**config.mk**
```make
export PLATFORM = sky130hd
export DESIGN_NAME = uart_rx
export DESIGN_NICKNAME = d
export VERILOG_FILES = /design/src/rtl/uart_rx.sv
export SDC_FILE = /design/constraint.sdc
export NUM_CORES = 1
export LEC_CHECK = 0
export ABC_CLOCK_PERIOD_IN_PS = 2150
export CAP_MARGIN = 0
export CORE_UTILIZATION = 52
export CTS_BUF_LIST = sky130_fd_sc_hd__clkbuf_16
export CTS_CLUSTER_DIAMETER = 120
export CTS_CLUSTER_SIZE = 8
export DETAILED_ROUTE_END_ITERATION = 16
export GPL_TIMING_DRIVEN = 0
export PLACE_DENSITY = 0.74
export SYNTH_ARGS = -nofsm -noshare
export SYNTH_HDL_FRONTEND = slang
export SYNTH_SLANG_ARGS = --single-unit
```
**constraint.sdc**
```tcl
create_clock -name i_clk -period 2.15 [get_ports i_clk]
set_input_delay 0.43 -clock i_clk [delete_from_list [all_inputs] [get_ports i_clk]]
set_output_delay 0.43 -clock i_clk [all_outputs]
set_load 0.03 [all_outputs]
```
**src/rtl/uart_rx.sv**
```systemverilog
// uart_rx: oversampled UART receiver with 2-flop synchronizer, optional parity and multi-stop-bit checking.
module uart_rx #(
  parameter int P_UART_CLK        = 250_000_000,
  parameter int P_UART_BAUDRATE   = 9600,
  parameter int P_UART_DATA_WIDTH = 8,
  parameter int P_UART_STOP_WIDTH = 1,
  parameter int P_UART_CHECK      = 0
) (
  input  logic                         i_clk,
  input  logic                         i_rst,
  input  logic                         i_uart_rx,
  output logic [P_UART_DATA_WIDTH-1:0] o_usr_rx_data,
  output logic                         o_usr_rx_valid,
  output logic                         o_rx_check_err,
  output logic                         o_rx_frame_err
);
  localparam int D  = P_UART_CLK / P_UART_BAUDRATE;
  localparam int H  = D / 2;
  localparam int HM = H > 0 ? H - 1 : 0;
  localparam int CW = D > 1 ? $clog2(D) : 1;
  localparam int NB = P_UART_DATA_WIDTH > P_UART_STOP_WIDTH ? P_UART_DATA_WIDTH : P_UART_STOP_WIDTH;
  localparam int BW = $clog2(NB + 1);
  localparam int DW = P_UART_DATA_WIDTH;

  typedef enum logic [2:0] {IDLE, START, DATA, CHECK, STOP} state_t;

  state_t          state_q, state_d;
  logic [CW-1:0]   cnt_q, cnt_d;
  logic [BW-1:0]   bit_q, bit_d;
  logic [DW-1:0]   sh_q, sh_d;
  logic [DW-1:0]   data_q, data_d;
  logic            sync1_q, sync2_q, prev_q;
  logic            cerr_q, cerr_d, ferr_q, ferr_d;
  logic            valid_q, valid_d, ocerr_q, ocerr_d, oferr_q, oferr_d;
  logic            bit_end, par_x;

  assign bit_end = cnt_q == CW'(D - 1);
  assign par_x   = ^sh_q ^ sync2_q;

  always_ff @(posedge i_clk or posedge i_rst) begin
    if (i_rst) begin
      sync1_q <= 1'b1;
      sync2_q <= 1'b1;
      prev_q  <= 1'b1;
      state_q <= IDLE;
      cnt_q   <= '0;
      bit_q   <= '0;
      sh_q    <= '0;
      cerr_q  <= 1'b0;
      ferr_q  <= 1'b0;
      data_q  <= '0;
      valid_q <= 1'b0;
      ocerr_q <= 1'b0;
      oferr_q <= 1'b0;
    end else begin
      sync1_q <= i_uart_rx;
      sync2_q <= sync1_q;
      prev_q  <= sync2_q;
      state_q <= state_d;
      cnt_q   <= cnt_d;
      bit_q   <= bit_d;
      sh_q    <= sh_d;
      cerr_q  <= cerr_d;
      ferr_q  <= ferr_d;
      data_q  <= data_d;
      valid_q <= valid_d;
      ocerr_q <= ocerr_d;
      oferr_q <= oferr_d;
    end
  end

  // Bit timing: START samples at H-1, every later state samples at D-1 with the counter restarted.
  always_comb begin
    state_d = state_q;
    cnt_d   = cnt_q + CW'(1);
    bit_d   = bit_q;
    sh_d    = sh_q;
    cerr_d  = cerr_q;
    ferr_d  = ferr_q;
    data_d  = data_q;
    valid_d = 1'b0;
    ocerr_d = ocerr_q;
    oferr_d = oferr_q;
    case (state_q)
      IDLE: begin
        cnt_d  = '0;
        bit_d  = '0;
        cerr_d = 1'b0;
        ferr_d = 1'b0;
        if (prev_q && !sync2_q) state_d = START;
      end
      START: if (cnt_q == CW'(HM)) begin
        cnt_d   = '0;
        state_d = sync2_q ? IDLE : DATA;
      end
      DATA: if (bit_end) begin
        cnt_d = '0;
        sh_d  = (sh_q >> 1) | (DW'(sync2_q) << (DW - 1));
        bit_d = bit_q + BW'(1);
        if (bit_q == BW'(DW - 1)) begin
          bit_d   = '0;
          state_d = P_UART_CHECK > 0 ? CHECK : STOP;
        end
      end
      CHECK: if (bit_end) begin
        cnt_d   = '0;
        cerr_d  = P_UART_CHECK == 1 ? ~par_x : P_UART_CHECK == 2 ? par_x : 1'b0;
        state_d = STOP;
      end
      STOP: if (bit_end) begin
        cnt_d  = '0;
        bit_d  = bit_q + BW'(1);
        ferr_d = ferr_q | ~sync2_q;
        if (bit_q == BW'(P_UART_STOP_WIDTH - 1)) begin
          state_d = IDLE;
          valid_d = 1'b1;
          data_d  = sh_q;
          ocerr_d = cerr_q;
          oferr_d = ferr_q | ~sync2_q;
        end
      end
      default: state_d = IDLE;
    endcase
  end

  assign o_usr_rx_data  = data_q;
  assign o_usr_rx_valid = valid_q;
  assign o_rx_check_err = ocerr_q;
  assign o_rx_frame_err = oferr_q;
endmodule

```
==> results of run 1 <==
[through the flow]
stage	area, um2	TNS, ns
final	2753	-0.1055
after global routing	2753	-1.355
after global placement	2325	-9.031
after CTS	2670	-1.785
after detailed placement	2325	-6.988
after floorplan	2145	0
[kinds of logic (layout without fill, tap and decap cells)]
logic type | Yosys count | count (layout) | synth area share, %
adder cells (fa/ha/maj) | 5 | 5 | 2.804
flip-flops | 44 | 44 | 51.58
AO/OA/AOI/OAI | 25 | 25 | 8.236
other | 1 | 1 | 0.1751
AND/OR/NAND/NOR | 75 | 75 | 19.39
multiplexers | 17 | 17 | 8.937
XOR/XNOR | 13 | 13 | 5.315
buffers and inverters | 19 | 52 | 3.563
[flip-flops by register name (all words and copies together), names as in the netlist]
signal          count
bit_q               4
state_q             3
o_usr_rx_data       8
sync1_q             1
prev_q              1
sync2_q             1
o_rx_frame_err      1
ferr_q              1
cnt_q              15
o_usr_rx_valid      1
sh_q                8
[timing repair]
item / CTS / global route
gates resized for setup: 19 / 19
endpoints found under the setup margin: 37 / 33
cloned: 1 / 0
pin swaps: 4 / 6
hold buffers: 0 / 0
buffers inserted: 10 / 7
[layer usage]
layer	track usage [%]	vias to the layer above
met5	0	-
met4	10.64	0
met3	3.966	13
met2	42.60	43
met1	28.10	808
li1	-	765
[placed cells by master (no fill, tap or decap), types with 2 or more instances in the layout]
cell	n
dfrtp_1	40
nor2_1	23
mux2_4	17
buf_4	12
clkdlybuf4s50_1	12
xnor2_1	11
nor3_1	10
nand3_1	9
nand2_1	8
inv_1	7
o21ai_0	5
clkbuf_16	5
buf_6	5
clkbuf_1	4
nand2b_1	4
nand4_1	4
o211ai_1	4
inv_2	3
nor4_1	3
a31oi_1	3
ha_1	3
dfstp_2	3
nor3_4	2
o41ai_2	2
xor2_1	2
o22ai_1	2
[final cells by class]
cell class / count / area [um2] / share of cell area, %
Sequential cell: 44 / 1106 / 40.18
Inverter: 10 / 37.54 / 1.364
Timing Repair Buffer: 28 / 259.0 / 9.409
Buffer: 6 / 30.03 / 1.091
Tap cell: 48 / 60.06 / 2.182
Clock inverter: 3 / 42.54 / 1.545
Clock buffer: 5 / 125.1 / 4.545
Multi-Input combinational cell: 136 / 1092 / 39.68
[worst max-delay path, stage by stage (launching register included)]
cell and delay, ns:
dfrtp_1 0.41, inv_2 0.09, ha_4 0.12, nand4b_1 0.13, or4_4 0.55, buf_6 0.15, nor3_4 0.14, buf_6 0.16
mux2_4 0.30
[report_power, final]
group	internal, W	switching [W]	leakage, nW
logic	0.000161	0.000187	0.523
registers	0.000882	0.0000684	0.593
clock network	0.000546	0.000326	0.0798
[final timing paths]
kind | startpoint | end | slack [ns] | depth (start not counted)
worst min-delay path | sync1_q | sync2_q | 0.36 | 0
worst max register to register | cnt_q[1] | sh_q[6] | -0.03 | 8
worst min register to register | sync1_q | sync2_q | 0.36 | 0
min in group asynchronous | i_rst | sh_q[1] | 0.68 | 2
worst max-delay path | cnt_q[1] | sh_q[6] | -0.03 | 8
max in group asynchronous | i_rst | cnt_q[2] | 0.85 | 2
==> flow_summary.rst, run 1 <==
.. list-table::
   :header-rows: 1

   * - Metric
     - Value
   * - Unrepaired setup endpoints after global routing
     - yes
   * - Placed Instances
     - ~260
   * - Uppermost metal layer occupied by signal nets
     - met4
   * - Area growth from synthesis to final layout
     - 28.50%
   * - Die Span X
     - 66.18 um
   * - Share of the synthesized area in the top cell type
     - 47.90%
   * - Die area
     - 4380 um2
   * - Peak supply drop
     - between 0.6 and 0.7 mV
   * - Ys flop type
     - dfrtp_1
   * - Core Area
     - between 3000 and 4000 um2
   * - Clock tree from TritonCTS
     - done
   * - Setup violations, final
     - 6
   * - Cell type with the largest total area after synthesis
     - dfrtp_1
   * - Antenna violation net count after detailed routing
     - 0
   * - Number of flip-flops and latches in the synthesized netlist
     - 44
   * - Overall routing resource usage
     - between 20% and 30%
   * - RePlAce Congestion
     - 0.8751
   * - Final critical-path share of the clock period
     - 101.3%
   * - Number of sinks handled by clock tree synthesis
     - between 40 and 50
   * - Cells after Synth
     - 199
   * - Sequential-to-total area share from yosys stat
     - 51.58%
   * - Maximum number of pins on one net before global-route repair
     - 45
   * - DRT met1 WL
     - a little over 2 mm
   * - Max-cap violations
     - 0
   * - Critical path fanouts, max
     - 5
   * - Routed length on met2
     - roughly 2.6 mm
   * - Post-route DRC
     - 0
   * - Max Freq
     - 0.4593 GHz
   * - Critical path data required time
     - ~2.3 ns
   * - Slew of the pin with the lowest slew margin
     - about 0.9 ns
   * - CTS Buf Count
     - 5
   * - Core utilization of the finished layout
     - around 72%
   * - Run status
     - complete, but fails checks
   * - Unique masters post-synth
     - 44
   * - Starting DRC count in detailed routing
     - roughly 110
   * - Final clock skew
     - 0.005817 ns
   * - Path category of the worst min-delay check
     - flip-flop to flip-flop
   * - Power Density
     - between 700 and 800 nW/um2
   * - Clock insertion delay at the later pin of the skew report
     - around 0.29 ns
   * - Final critical-path required period
     - approximately 2.2 ns
   * - Number of cell rows
     - 22
   * - Element type at the critical path end
     - flip-flop
   * - Avg Vias per Cell
     - between 5 and 6
   * - WS Path Type
     - flip-flop to flip-flop
   * - Number of hold violations in the final report
     - 0
   * - Number of ports placed on the die boundary
     - 14
   * - Number of nets in the layout
     - ~240
   * - Remaining global-route overflow
     - 0
   * - Wire length of the first global-routing pass
     - between 7 and 8 mm
   * - Final Routed Wirelength
     - between 4 and 5 mm
   * - Async set-or-reset flop fraction in the synthesized netlist
     - 100.0%
   * - Number of synthesized flops with an enable pin
     - 0
   * - Total leakage power
     - 1.196 nW
   * - Number of antenna violations at the first check in global routing
     - 0
   * - CTS Root Buffer Type
     - clkbuf_16
   * - Worst-case hold slack
     - 0.3611 ns
   * - Starting utilization of the core area
     - between 50% and 60%
   * - Cell types with the largest area share after synthesis
     - dfrtp_1, mux2_2, xnor2_1, nor2_1, dfstp_2
   * - Top-count cell post-synth
     - dfrtp_1
   * - Worst rel slew slack
     - between 30% and 40%
   * - Per-instance average area after synthesis
     - 10.76 um2
   * - Number of H-tree levels
     - 2
   * - Detailed Routing Iterations Pass 1
     - 4
   * - Violations in the final reports
     - negative setup slack
   * - PnR worst setup slack
     - -0.02711 ns
   * - Buffer depth of the longest clock path
     - 2
   * - DR WL met3
     - about 170 um
   * - Die Height
     - around 66 um
   * - Final total power
     - around 0.0022 W
   * - Antenna diodes
     - 0
   * - Area of the mapped netlist
     - 2142 um2
   * - Wire length per cell
     - 17.63 um
   * - Startpoint class of the critical path
     - flip-flop
   * - Top post-synthesis cells by count
     - dfrtp_1, nor2_1, mux2_2, xnor2_1
   * - Sum of net half-perimeters after detailed placement
     - 2.695 mm
   * - Max-slew violations
     - 0
   * - Yosys warning total
     - 0
   * - Number of fill cells
     - about 240
   * - Fraction of layout instances using a drive strength above 1
     - 27.59%
   * - Clock-pin slew on the worst setup and hold paths
     - ~0.060 ns
   * - Pre-CTS setup slack
     - -0.4230 ns
   * - Syn nets
     - ~210
   * - Final Instance Count excl. Fillers
     - 280
   * - Data arrival time at the worst-slack endpoint
     - 2.36 ns
   * - Via count of the first global-routing pass
     - between 1500 and 2000
   * - Port Buf Inserts
     - 12
   * - Via count
     - around 1600
Power figures use the tool's default switching activity.
==> inputs of run 2 (changes only) <==
--- a/config.mk
+++ b/config.mk
@@ -14,6 +14,7 @@
 export DETAILED_ROUTE_END_ITERATION = 16
 export GPL_TIMING_DRIVEN = 0
 export PLACE_DENSITY = 0.74
+export SETUP_SLACK_MARGIN = 0.4
 export SYNTH_ARGS = -nofsm -noshare
 export SYNTH_HDL_FRONTEND = slang
 export SYNTH_SLANG_ARGS = --single-unit
==> run 2 against run 1 <==
  * The run still ends with negative setup slack left
  * Total power fell by 0.94%
  * First-iteration DRC count rose by 28%
  * Non-clock buffer count rose by 8
  * Global-route usage rose by 0.45 points
  * Combinational power rose by 43%
  * Routed wire length rose by 12%
  * Utilization rose by 6.3 points
  * Cell area rose by 8.7%
  * Clock skew rose by 0.00058 ns
  * Register-to-register slack got worse by 0.04 ns
  * Largest cell class is now multi-input gates
==> flow_summary.rst, run 2 (synthesis results as in run 1) <==
.. list-table::
   :header-rows: 1

   * - Metric
     - Value
   * - Setup_tns
     - -0.2062 ns (was -0.1055 ns)
   * - Final critical-path required period
     - 2.220 ns (was 2.177 ns)
   * - Clock-pin slew on the worst setup and hold paths
     - 0.06 ns (about the same)
   * - Avg Vias per Cell
     - 6.056 (was 5.818)
   * - Launching instance or port of the critical path
     - cnt_q[1] (unchanged)
   * - Hold EP
     - sync2_q (unchanged)
   * - Max-cap violations
     - 0 (unchanged)
   * - Clock insertion delay at the later pin of the skew report
     - 0.29 ns (about the same)
   * - Worst rel slew slack
     - 41.00% (was 39.47%)
   * - CTS Root Buffer Type
     - clkbuf_16 (unchanged)
   * - Unrepaired setup endpoints after global routing
     - yes (unchanged)
   * - CTS Buf Count
     - 5 (unchanged)
   * - Fraction of layout instances using a drive strength above 1
     - 37.50% (was 27.59%)
   * - Dpl cell area
     - 2336 um2 (was 2325 um2)
   * - Startpoint of the most critical register-to-register path
     - cnt_q[1] (unchanged)
   * - RePlAce Congestion
     - 0.8738 (was 0.8751)
   * - Number of sinks handled by clock tree synthesis
     - 44 (unchanged)
   * - Number of fill cells
     - 218 (was 239)
   * - Starting DRC count in detailed routing
     - 142 (was 111)
   * - Startpoint class of the critical path
     - flip-flop (unchanged)
   * - Buffer depth of the longest clock path
     - 2 (unchanged)
   * - Overall routing resource usage
     - 24.40% (was 23.94%)
   * - Final instance area
     - 2993 um2 (was 2753 um2)
   * - Core Area
     - 3799 um2 (unchanged)
   * - Max-slew violations
     - 0 (unchanged)
   * - Data arrival time at the worst-slack endpoint
     - 2.38 ns (was 2.36 ns)
   * - Total area of multi-input combinational cells
     - 1244 um2 (was 1092 um2)
   * - Detailed Routing Iterations Pass 1
     - 4 (unchanged)
   * - Number of H-tree levels
     - 2 (unchanged)
   * - Element type at the critical path end
     - flip-flop (unchanged)
   * - Final Routed Wirelength
     - 5.510 mm (was 4.935 mm)
   * - Run status
     - complete, but fails checks (unchanged)
   * - Biggest register
     - cnt_q (unchanged)
   * - Max Freq
     - 0.4505 GHz (was 0.4593 GHz)
   * - Critical path data required time
     - 2.31 ns (was 2.33 ns)
   * - Antenna diodes
     - 0 (unchanged)
   * - Area occupied by registers
     - 1107 um2 (was 1106 um2)
   * - Number of hold buffers added after CTS
     - 0 (unchanged)
   * - Wire length of the first global-routing pass
     - 7.852 mm (was 7.665 mm)
   * - Stage delay of the slowest cell on the critical path
     - 0.57 ns (was 0.55 ns)
   * - Setup violations, final
     - 12 (was 6)
   * - Worst reg-to-reg setup slack
     - -0.07 ns (was -0.03 ns)
   * - Path category of the worst min-delay check
     - flip-flop to flip-flop (unchanged)
   * - Power Density
     - 718.6 nW/um2 (was 788.7 nW/um2)
   * - Maximum number of pins on one net before global-route repair
     - 45 (unchanged)
   * - Final total power
     - 0.002151 W (was 0.002171 W)
   * - Slew of the pin with the lowest slew margin
     - 0.8838 ns (was 0.9066 ns)
   * - WS Path Type
     - flip-flop to flip-flop (unchanged)
   * - Via count
     - 1744 (was 1629)
   * - Worst Reg2Reg Path Length in Cells
     - 9 (was 8)
   * - Crit path top cell by count
     - buf_6 (unchanged)
   * - Peak supply drop
     - 0.6864 mV (was 0.6997 mV)
   * - Clock tree from TritonCTS
     - done (unchanged)
   * - Remaining global-route overflow
     - 0 (unchanged)
   * - Die Span X
     - 66.18 um (unchanged)
   * - Commonest cells after routing, fill and taps aside
     - dfrtp_1, mux2_4, buf_4 (was dfrtp_1, nor2_1, mux2_4)
   * - Pre-CTS setup slack
     - -0.4164 ns (was -0.4230 ns)
   * - Final critical-path share of the clock period
     - 103.3% (was 101.3%)
   * - Most common library cell in the layout ignoring fill and taps
     - dfrtp_1 (unchanged)
   * - Number of nets in the layout
     - 246 (was 238)
   * - Violations in the final reports
     - negative setup slack (unchanged)
   * - Antenna violation net count after detailed routing
     - 0 (unchanged)
   * - End of the worst register-to-register path
     - bit_q[1] (was sh_q[6])
   * - Number of ports placed on the die boundary
     - 14 (unchanged)
   * - Number of cells on the worst hold path
     - 0 (unchanged)
   * - Slowest cell on the critical path
     - or4_4 (unchanged)
   * - Critical path fanouts, max
     - 5 (unchanged)
   * - CP Cell Sequence
     - inv_2 -> ha_4 -> nand4b_1 -> or4_4 -> buf_6 -> buf_8 -> buf_6 -> a211oi_2 -> o22ai_1 (was inv_2 -> ha_4 -> nand4b_1 -> or4_4 -> buf_6 -> nor3_4 -> buf_6 -> mux2_4)
   * - Core utilization of the finished layout
     - 78.79% (was 72.46%)
   * - Startpoint of the tightest hold check path
     - sync1_q (unchanged)
   * - Number of antenna violations at the first check in global routing
     - 0 (unchanged)
   * - Via count of the first global-routing pass
     - 1673 (was 1638)
   * - Number of hold violations in the final report
     - 0 (unchanged)
   * - Die Height
     - 66.18 um (unchanged)
   * - Port Buf Inserts
     - 12 (unchanged)
   * - Total leakage power
     - 1.402 nW (was 1.196 nW)
   * - Die area
     - 4380 um2 (unchanged)
   * - Post-route DRC
     - 0 (unchanged)
   * - Starting utilization of the core area
     - 56.39% (unchanged)
   * - Number of cell rows
     - 22 (unchanged)
   * - PnR worst setup slack
     - -0.06988 ns (was -0.02711 ns)
   * - Sum of net half-perimeters after detailed placement
     - 2.871 mm (was 2.695 mm)
   * - Wire length per cell
     - 19.13 um (was 17.63 um)
   * - Area growth from synthesis to final layout
     - 39.72% (was 28.50%)
   * - Largest register FFs
     - 15 (unchanged)
   * - Final clock skew
     - 0.006395 ns (was 0.005817 ns)
run 2: worst max path at each step:
stage | slack [ns] | to
2_1_floorplan | 0.05 | o_rx_frame_err
3_3_place_gp | -0.35 | cnt_q[12]
3_5_place_dp | -0.42 | cnt_q[13]
4_1_cts | -0.07 | o_usr_rx_data[4]
5_1_grt | -0.08 | bit_q[3]
6_report | -0.07 | bit_q[1]
run 2: layout make-up:
type | instances | share of cell area, %
inverters | 10 | 1.254
clock inverters | 3 | 0.3763
repair buffers | 33 | 11.54
well taps | 48 | 2.007
flip-flops and latches | 44 | 37.00
plain buffers | 9 | 2.090
multi-input cells | 136 | 41.56
clock buffers | 5 | 4.181
run 2: per-layer routing:
| metal | track usage, % | wire (um) |
|---|---|---|
| met1 | 29.06 | 2234 |
| met2 | 42.47 | 2880 |
| met4 | 7.447 | 148 |
| met3 | 6.897 | 247 |
| met5 | 0 | 0 |
run 2: through the flow:
step / hold WS, ns / instances
after floorplan: 0.3452 / 199
after global placement: 0.3508 / 259
after CTS: 0.3654 / 274
after global routing: 0.3614 / 288
final: 0.3610 / 288
after detailed placement: 0.3535 / 259
run 2: what timing repair did:
action,4_1_cts,5_1_grt
hold endpoints to repair,0,0
setup buffers,6,13
resized for setup,18,71
pin swaps,5,21
cloned,1,1
endpoints found under the setup margin,42,48
run 2: power breakdown:
part           internal [W]  leakage (nW)  switching [W]
Combinational      0.000218         0.736       0.000282
Clock              0.000418        0.0738       0.000292
Sequential         0.000884         0.592      0.0000565
Total               0.00152          1.40       0.000631
run 2: worst max-delay path, delay by kind of cell (launching register included):
family,cells,cell delay (ns)
and+or+nand+nor,2,0.72
buffers and inverters,4,0.49
DFF,1,0.41
AOI/OAI and AO/OA,2,0.33
adders and majority gates,1,0.15
